===== config.mk =====
export PLATFORM = sky130hd
export DESIGN_NAME = segre_hazard_ctrl
export DESIGN_NICKNAME = d
export VERILOG_FILES = /design/src/rtl/segre_pkg.sv /design/src/rtl/segre_hazard_ctrl.sv
export SDC_FILE = /design/constraint.sdc
export NUM_CORES = 1
export LEC_CHECK = 0
export CELL_PAD_IN_SITES_DETAIL_PLACEMENT = 1
export CELL_PAD_IN_SITES_GLOBAL_PLACEMENT = 1
export CORE_ASPECT_RATIO = 1.5
export CORE_MARGIN = 2
export CORE_UTILIZATION = 25
export CTS_BUF_LIST = sky130_fd_sc_hd__clkbuf_8 sky130_fd_sc_hd__clkbuf_16
export DETAILED_ROUTE_END_ITERATION = 6
export HOLD_SLACK_MARGIN = 0.08
export PLACE_DENSITY_LB_ADDON = 0.15
export SLEW_MARGIN = 10
export SYNTH_ARGS = -nofsm -noshare
export SYNTH_HDL_FRONTEND = slang
export SYNTH_SLANG_ARGS = --single-unit

===== constraint.sdc =====
create_clock -name clk_i -period 1.8 [get_ports clk_i]
set_input_delay 0.27 -clock clk_i [delete_from_list [all_inputs] [get_ports clk_i]]
set_output_delay 0.27 -clock clk_i [all_outputs]
set_load 0.02 [all_outputs]

===== src/rtl/segre_pkg.sv =====
// Shared types for the Segre core pipeline control.
// Hazard FSM state encoding and register-address width.
package segre_pkg;

  localparam int unsigned REG_SIZE = 5;

  typedef enum logic [1:0] {
    HZ_RUN   = 2'd0,
    HZ_LOAD  = 2'd1,
    HZ_FLUSH = 2'd2,
    HZ_MEMW  = 2'd3
  } hz_state_e;

endpackage


===== src/rtl/segre_hazard_ctrl.sv =====
// Segre hazard controller: load-use stalls, branch flushes, dmem waits.
// Optional perf counters with `define SEGRE_HAZARD_PERF_EN.
module segre_hazard_ctrl
  import segre_pkg::*;
#(
  parameter int unsigned LOAD_STALL_CYCLES = 1,
  parameter int unsigned FLUSH_CYCLES      = 2
) (
  input  logic                clk_i,
  input  logic                rsn_i,
  input  logic [REG_SIZE-1:0] id_rs1_addr_i,
  input  logic [REG_SIZE-1:0] id_rs2_addr_i,
  input  logic                id_uses_rs1_i,
  input  logic                id_uses_rs2_i,
  input  logic                ex_memop_rd_i,
  input  logic                ex_rf_we_i,
  input  logic [REG_SIZE-1:0] ex_rf_waddr_i,
  input  logic                tkbr_i,
  input  logic                mem_busy_i,
  output logic                block_if_o,
  output logic                block_id_o,
  output logic                block_ex_o,
  output logic                block_mem_o,
  output logic                kill_id_o,
  output logic                inject_nops_ex_o,
  output logic                inject_nops_wb_o,
  output logic [1:0]          hz_state_o
`ifdef SEGRE_HAZARD_PERF_EN
  ,
  output logic [31:0]         perf_stall_cnt_o,
  output logic [31:0]         perf_flush_cnt_o
`endif
);

  localparam logic [2:0] LOAD_INIT  = 3'(LOAD_STALL_CYCLES - 1);
  localparam logic [2:0] FLUSH_INIT = 3'(FLUSH_CYCLES - 1);

  hz_state_e  state_q, state_d;
  hz_state_e  ret_q, ret_d;
  hz_state_e  cur;
  logic [2:0] cnt_q, cnt_d;
  logic       load_use;
  logic       flush_entry;
  logic       b_if, b_id, b_ex, b_mem;
  logic       kill, nop_ex, nop_wb;

  assign load_use = ex_memop_rd_i & ex_rf_we_i &
                    (ex_rf_waddr_i != '0) &
                    ((id_uses_rs1_i &
                      (id_rs1_addr_i == ex_rf_waddr_i)) |
                     (id_uses_rs2_i &
                      (id_rs2_addr_i == ex_rf_waddr_i)));

  always_comb begin
    state_d     = state_q;
    ret_d       = ret_q;
    cnt_d       = cnt_q;
    flush_entry = 1'b0;
    b_if        = 1'b0;
    b_id        = 1'b0;
    b_ex        = 1'b0;
    b_mem       = 1'b0;
    kill        = 1'b0;
    nop_ex      = 1'b0;
    nop_wb      = 1'b0;
    // On leaving MEMW the saved state acts in the same cycle.
    cur = (state_q == HZ_MEMW) ? ret_q : state_q;
    if (mem_busy_i) begin
      b_if    = 1'b1;
      b_id    = 1'b1;
      b_ex    = 1'b1;
      b_mem   = 1'b1;
      nop_wb  = 1'b1;
      ret_d   = cur;
      state_d = HZ_MEMW;
    end else begin
      unique case (cur)
        HZ_RUN: begin
          state_d = HZ_RUN;
          if (tkbr_i) begin
            kill        = 1'b1;
            nop_ex      = 1'b1;
            flush_entry = 1'b1;
            cnt_d       = FLUSH_INIT;
            if (FLUSH_INIT != 3'd0) state_d = HZ_FLUSH;
          end else if (load_use) begin
            b_if   = 1'b1;
            b_id   = 1'b1;
            nop_ex = 1'b1;
            cnt_d  = LOAD_INIT;
            if (LOAD_INIT != 3'd0) state_d = HZ_LOAD;
          end
        end
        HZ_LOAD: begin
          b_if    = 1'b1;
          b_id    = 1'b1;
          nop_ex  = 1'b1;
          cnt_d   = cnt_q - 3'd1;
          state_d = (cnt_d == 3'd0) ? HZ_RUN : HZ_LOAD;
        end
        HZ_FLUSH: begin
          kill    = 1'b1;
          nop_ex  = 1'b1;
          cnt_d   = cnt_q - 3'd1;
          state_d = (cnt_d == 3'd0) ? HZ_RUN : HZ_FLUSH;
        end
        default: state_d = HZ_RUN;
      endcase
    end
  end

  assign block_if_o       = rsn_i & b_if;
  assign block_id_o       = rsn_i & b_id;
  assign block_ex_o       = rsn_i & b_ex;
  assign block_mem_o      = rsn_i & b_mem;
  assign kill_id_o        = rsn_i & kill;
  assign inject_nops_ex_o = rsn_i & nop_ex;
  assign inject_nops_wb_o = rsn_i & nop_wb;
  assign hz_state_o       = rsn_i ? state_q : 2'b00;

`ifdef SEGRE_HAZARD_PERF_EN
  logic [31:0] stall_q, flush_q;
  assign perf_stall_cnt_o = stall_q;
  assign perf_flush_cnt_o = flush_q;
`endif

  always_ff @(posedge clk_i) begin
    if (!rsn_i) begin
      state_q <= HZ_RUN;
      ret_q   <= HZ_RUN;
      cnt_q   <= 3'd0;
`ifdef SEGRE_HAZARD_PERF_EN
      stall_q <= 32'd0;
      flush_q <= 32'd0;
`endif
    end else begin
      state_q <= state_d;
      ret_q   <= ret_d;
      cnt_q   <= cnt_d;
`ifdef SEGRE_HAZARD_PERF_EN
      if (b_id)        stall_q <= stall_q + 32'd1;
      if (flush_entry) flush_q <= flush_q + 32'd1;
`endif
    end
  end

endmodule


==> flow_summary.json, run 1 <==
{
  "status": "complete, but fails checks",
  "violations": "negative setup slack",
  "p_per_area_mw_per_mm2": 541.2,
  "yosys_warnings": 0,
  "overflow": 0,
  "grtUsageTotal_pct": 15.77,
  "htree_levels": 1,
  "seq_area_frac_synth_pct": 19.31,
  "vias_per_cell": 4.654,
  "antenna_left": 0,
  "routedWlPerCell_um": 15.81,
  "dp_hpwl_um": 1917,
  "cts_buffers": 3,
  "worst_pin_slew_ns": 0.2353,
  "fin_cells": 182,
  "path_class": "flop to primary output",
  "max_slew_margin_pct": 84.31,
  "p_clk_share_pct": 28.4,
  "required_ns": 1.53,
  "die_w_um": 47.99,
  "clockRootBuffer": "clkbuf_8",
  "grt_pass1_vias": 899,
  "cp_data_arrival_time_ns": 1.60,
  "worstPathMaxFanout": 3,
  "rsz0062_at_grt": "true",
  "switching_share_pct": 33.07,
  "regToRegStartpoint": "state_q[0]$_SDFF_PN0_",
  "whs_path_depth": 2,
  "min_period_ns": 1.875,
  "whs_endpoint": "cnt_q[1]$_SDFFE_PN0P_",
  "r2r_slack_ns": 0.11,
  "top_usage_layer": "met2",
  "setup_tns_ns": -0.1636,
  "grt_antenna_before_repair": 0,
  "core_mm2": 0.002705,
  "synth_cell_types": 29,
  "layout_setup_ws_ns": -0.07490,
  "r2r_end": "cnt_q[0]$_SDFFE_PN0P_",
  "synth_area_per_cell_um2": 8.341,
  "hold_path.class": "flop to flop",
  "setup_viol": 3,
  "initial_core_util_pct": 26.83,
  "dpl.cell_count": 172,
  "diodes": 0,
  "area_growth_pct": 97.76,
  "ys_ff_latch": 7,
  "fmax_mhz": 533.4,
  "share_seq_of_total_power_pct": 23.4,
  "drc": 0,
  "grt_max_degree": 15,
  "die_y_um": 69.99,
  "start_kind": "flop",
  "initialDrtViolationCount": 7,
  "final_nets": 175,
  "fin_crit_sh_pct": 104.2,
  "num_vias": 847,
  "power_w": 0.0007767,
  "cts.sink_count": 7,
  "grt_pass1_wl_um": 3788,
  "clk_pin_slew_worst_paths_ns": 0.04,
  "final_common_cell": "buf_4",
  "p_int_w": 0.0005199,
  "final_cell_mix": "buf_4, dlygate4sd2_1, xnor2_1, clkdlybuf4s50_1, buf_6",
  "ir_drop_uv": 490.9,
  "dieArea_mm2": 0.003359,
  "synthCells": 87,
  "synth_nets": 116,
  "cts_max_path_buffers": 2,
  "clock-skew-final_ns": 0.002396,
  "total_leakage_power_nw": 0.6293,
  "use_met3_pct": 2.584,
  "totalWireLength_um": 2878,
  "first_pass_iters": 2,
  "gr-usage-met1_pct": 13.57,
  "use_met2_pct": 30.81,
  "min_from": "cnt_q[1]$_SDFFE_PN0P_",
  "drive_gt1_share_pct": 49.66,
  "p_switching_w": 0.0002568,
  "cp-end-kind": "primary output",
  "port_buffers": 31,
  "cap_violations": 0,
  "io_pins": 32,
  "clk_latency_ns": 0.23,
  "p_comb_share_pct": 48.2,
  "cts_tree": "built",
  "rows": 23,
  "finalHoldViolations": 0,
  "synth_area_um2": 725.7,
  "final_max_slew_viol_count": 0,
  "post-place-ws_ns": -0.8749,
  "r2r.worst_path.cells": 9,
  "gp_congestion": 0.8264
}
[flip-flops by register name, summed over array words and instances (netlist names)]
signal / cells
state_q: 2
cnt_q: 3
ret_q: 2
[layer usage]
layer  share of wire, %  vias up
met1                 33      402
met4                2.2        0
li1                   -      411
met5                  0        -
met2                 58       28
met3                6.0        6
[power groups by stage]
stage | Sequential, W | Clock [W] | Combinational [W]
2_1_floorplan | 0.000177 | 0 | 0.000157
3_3_place_gp | 0.000179 | 0 | 0.000307
3_5_place_dp | 0.000180 | 0 | 0.000313
4_1_cts | 0.000178 | 0.000226 | 0.000332
5_1_grt | 0.000183 | 0.000235 | 0.000404
6_report | 0.000182 | 0.000220 | 0.000375
[Yosys cell counts (all sizes together)]
cell / count / area, um2
a21oi: 3 / 15.01
a22oi: 1 / 7.510
a311oi: 1 / 8.760
a31oi: 1 / 21.27
and2: 5 / 31.28
buf: 3 / 22.52
clkbuf: 2 / 7.510
dfxtp: 7 / 140.1
ha: 6 / 75.07
inv: 8 / 30.03
mux2i: 3 / 30.03
nand2: 7 / 26.28
nand2b: 1 / 6.260
nand3b: 1 / 7.510
nand4: 2 / 12.51
nand4b: 1 / 8.760
nor2: 4 / 15.01
nor2b: 5 / 31.28
nor3: 1 / 5.000
o211ai: 1 / 7.510
o21a: 1 / 7.510
o21ai: 3 / 15.01
o21bai: 2 / 15.01
o221ai: 2 / 17.52
o22ai: 1 / 20.02
o2bb2ai: 2 / 17.52
o311a: 1 / 21.27
or3: 1 / 6.260
xnor2: 11 / 96.34
[metrics by stage]
step           area (um2)  utilization (%)  hold WS, ns
6_report             1435            53.05       0.4556
3_3_place_gp         1220            45.10       0.4490
4_1_cts              1333            49.26       0.4639
3_5_place_dp         1220            45.10       0.4580
2_1_floorplan       728.2                -       0.4381
5_1_grt              1435            53.05       0.5049
[critical path: stages (launching register included)]
cell and delay, ns:
dfxtp_4 0.36, inv_4 0.04, o21ai_4 0.21, ha_4 0.17
nor2b_4 0.16, a311oi_2 0.11, nor2b_2 0.18, buf_6 0.14
[worst max path at each step]
| stage | from | end | slack (ns) |
|---|---|---|---|
| after floorplan | ex_rf_waddr_i[0] | block_if_o | -0.06 |
| after global placement | ex_rf_waddr_i[0] | block_id_o | -0.85 |
| after detailed placement | ex_rf_waddr_i[0] | block_if_o | -0.87 |
| after CTS | state_q[1]$_SDFF_PN0_ | block_if_o | -0.07 |
| after global routing | state_q[1]$_SDFF_PN0_ | block_id_o | -0.14 |
| final | state_q[0]$_SDFF_PN0_ | block_if_o | -0.07 |
[area by class of cell]
class | instances | area [um2]
clock inverters | 1 | 3.754
fillers | 337 | 1270
multi-input cells | 67 | 663.1
flip-flops and latches | 7 | 147.6
clock buffers | 3 | 41.29
inverters | 8 | 35.03
well taps | 37 | 46.29
repair buffers | 59 | 498.0
[timing repair]
action                     in CTS  in global routing
pin swaps                      20                 12
hold buffers                    0                  0
setup endpoints to repair      12                 10
buffers inserted                3                  5
resized for setup              77                 29
[cell families (layout without fill, tap and decap cells)]
logic type / after synthesis / count (layout) / synth area share, %
adders and majority gates: 6 / 6 / 10.34
muxes: 3 / 3 / 4.138
DFF: 7 / 7 / 19.31
buffers and inverters: 13 / 71 / 8.276
AOI/OAI and AO/OA: 19 / 19 / 23.97
xor gates and xnor gates: 11 / 11 / 13.28
and+or+nand+nor: 28 / 28 / 20.69
Note: power is estimated with default switching activity, not from simulation.
==> run 2, diff against run 1 <==
Settings changed: CORE_ASPECT_RATIO 1.5 to not set.
==> flow_summary.json, run 2 (same netlist as run 1, synthesis figures left out) <==
{
  "start_kind": "flop",
  "layout_setup_ws_ns": -0.05434,
  "final_max_slew_viol_count": 0,
  "area_growth_pct": 87.76,
  "core_mm2": 0.002758,
  "cts_tree": "built",
  "min_from": "cnt_q[1]$_SDFFE_PN0P_",
  "rows": 19,
  "initialDrtViolationCount": 12,
  "final_common_cell": "buf_4",
  "routedWlPerCell_um": 14.38,
  "p_int_w": 0.0005070,
  "totalWireLength_um": 2545,
  "status": "complete, but fails checks",
  "dp_hpwl_um": 1935,
  "r2r_end": "cnt_q[1]$_SDFFE_PN0P_",
  "violations": "negative setup slack",
  "worstPathMaxFanout": 3,
  "grtUsageTotal_pct": 16.56,
  "cts.sink_count": 7,
  "num_vias": 816,
  "drive_gt1_share_pct": 41.78,
  "fin_crit_sh_pct": 103.0,
  "die_w_um": 57.88,
  "whs_path_depth": 2,
  "grt_max_degree": 15,
  "switching_share_pct": 32.81,
  "r2r_slack_ns": 0.01,
  "die_y_um": 57.88,
  "cp_data_arrival_time_ns": 1.58,
  "cts_buffers": 3,
  "regToRegStartpoint": "state_q[0]$_SDFF_PN0_",
  "htree_levels": 1,
  "cp-end-kind": "primary output",
  "rsz0062_at_grt": "true",
  "max_slew_margin_pct": 85.61,
  "setup_tns_ns": -0.1107,
  "whs_endpoint": "cnt_q[1]$_SDFFE_PN0P_",
  "diodes": 0,
  "share_seq_of_total_power_pct": 24.0,
  "clk_latency_ns": 0.23,
  "largestRegisters": "cnt_q: 3 flops, ret_q: 2 flops, state_q: 2 flops",
  "cap_violations": 0,
  "port_buffers": 31,
  "grt_pass1_wl_um": 4133,
  "ir_drop_uv": 438.7,
  "required_ns": 1.53,
  "final_cell_mix": "buf_4, xnor2_1, dlygate4sd2_1, buf_6",
  "io_pins": 32,
  "largest-register": "cnt_q",
  "dpl.cell_count": 167,
  "initial_core_util_pct": 26.32,
  "hold_path.class": "flop to flop",
  "vias_per_cell": 4.610,
  "first_pass_iters": 3,
  "finalHoldViolations": 0,
  "antenna_left": 0,
  "worst_pin_slew_ns": 0.2159,
  "fmax_mhz": 539.3,
  "dieArea_mm2": 0.003350,
  "num-fill-cells": 320,
  "clockRootBuffer": "clkbuf_8",
  "final_nets": 176,
  "setup_viol": 3,
  "grt_antenna_before_repair": 0,
  "drc": 0,
  "overflow": 0,
  "grt_pass1_vias": 920,
  "min_period_ns": 1.854,
  "r2r.worst_path.cells": 11,
  "p_comb_share_pct": 45.4,
  "total_leakage_power_nw": 0.6070,
  "clock-skew-final_ns": 0.004727,
  "largest_reg_flops": 3,
  "gp_congestion": 0.7206,
  "clk_pin_slew_worst_paths_ns": 0.05,
  "fin_cells": 177,
  "cts_max_path_buffers": 2,
  "p_switching_w": 0.0002475,
  "p_clk_share_pct": 30.6,
  "p_per_area_mw_per_mm2": 553.7,
  "path_class": "flop to primary output"
}
==> run 2: changes by cell type in the layout (fill, tap and decap cells not counted), moves of 2 or more <==
| cell | delta |
|---|---|
| a21oi_2 | -2 |
| xnor2_2 | -4 |
| inv_4 | -2 |
| a21oi_1 | +2 |
| xnor2_1 | +4 |
==> run 2: layout make-up <==
| type | count | area [um2] | area share (%) |
|---|---|---|---|
| Sequential cell | 7 | 145.1 | 10.65 |
| Multi-Input combinational cell | 67 | 601.8 | 44.17 |
| Timing Repair Buffer | 60 | 501.7 | 36.82 |
| Tap cell | 31 | 38.79 | 2.847 |
| Inverter | 8 | 30.03 | 2.204 |
| Clock inverter | 1 | 3.754 | 0.2755 |
| Clock buffer | 3 | 41.29 | 3.030 |
==> run 2: worst max path at each step <==
stage / startpoint / to / slack, ns
after floorplan: ex_rf_waddr_i[0] / block_if_o / -0.06
after global placement: ex_rf_waddr_i[2] / inject_nops_ex_o / -0.83
after detailed placement: ex_rf_waddr_i[2] / inject_nops_ex_o / -0.84
after CTS: state_q[1]$_SDFF_PN0_ / block_if_o / -0.09
after global routing: state_q[0]$_SDFF_PN0_ / block_if_o / -0.12
final: state_q[0]$_SDFF_PN0_ / block_if_o / -0.05
==> run 2: per-stage QoR <==
step / hold WS [ns] / area, um2 / setup WS, ns / utilization (%) / power [W]
2_1_floorplan: 0.4381 / 728.2 / -0.05869 / - / 0.0003343
3_3_place_gp: 0.4501 / 1220 / -0.8256 / 44.24 / 0.0004840
3_5_place_dp: 0.4891 / 1220 / -0.8426 / 44.24 / 0.0004920
4_1_cts: 0.4951 / 1310 / -0.08771 / 47.50 / 0.0007368
5_1_grt: 0.5063 / 1363 / -0.1230 / 49.41 / 0.0008001
6_report: 0.4875 / 1363 / -0.05434 / 49.41 / 0.0007545
==> run 2: repair_timing <==
item                       in CTS  in global routing
resized for setup              65                 23
setup endpoints to repair      12                  9
buffers inserted                4                  2
pin swaps                      18                 10
hold buffers                    0                  0
==> run 2: metal layers <==
layer	share of wire [%]	global-route usage (%)
met5	0	0
met4	0.67	3.987
met3	3.8	4.241
met2	53	31.33
met1	43	18.26
==> run 2: worst max-delay path, cell delays in order (launching register included) <==
cell and delay [ns]:
dfxtp_4 0.36, inv_2 0.04, o21ai_2 0.13, buf_6 0.13, ha_4 0.13, nor2b_4 0.15, a311oi_2 0.10, nor2b_2 0.18
buf_6 0.14
==> run 2: power by group through the flow <==
stage / registers [W] / clock network (W) / logic (W)
final: 0.000181 / 0.000231 / 0.000343
after global routing: 0.000182 / 0.000243 / 0.000375
after CTS: 0.000179 / 0.000230 / 0.000328
after detailed placement: 0.000180 / 0 / 0.000312
after global placement: 0.000179 / 0 / 0.000305
after floorplan: 0.000177 / 0 / 0.000157
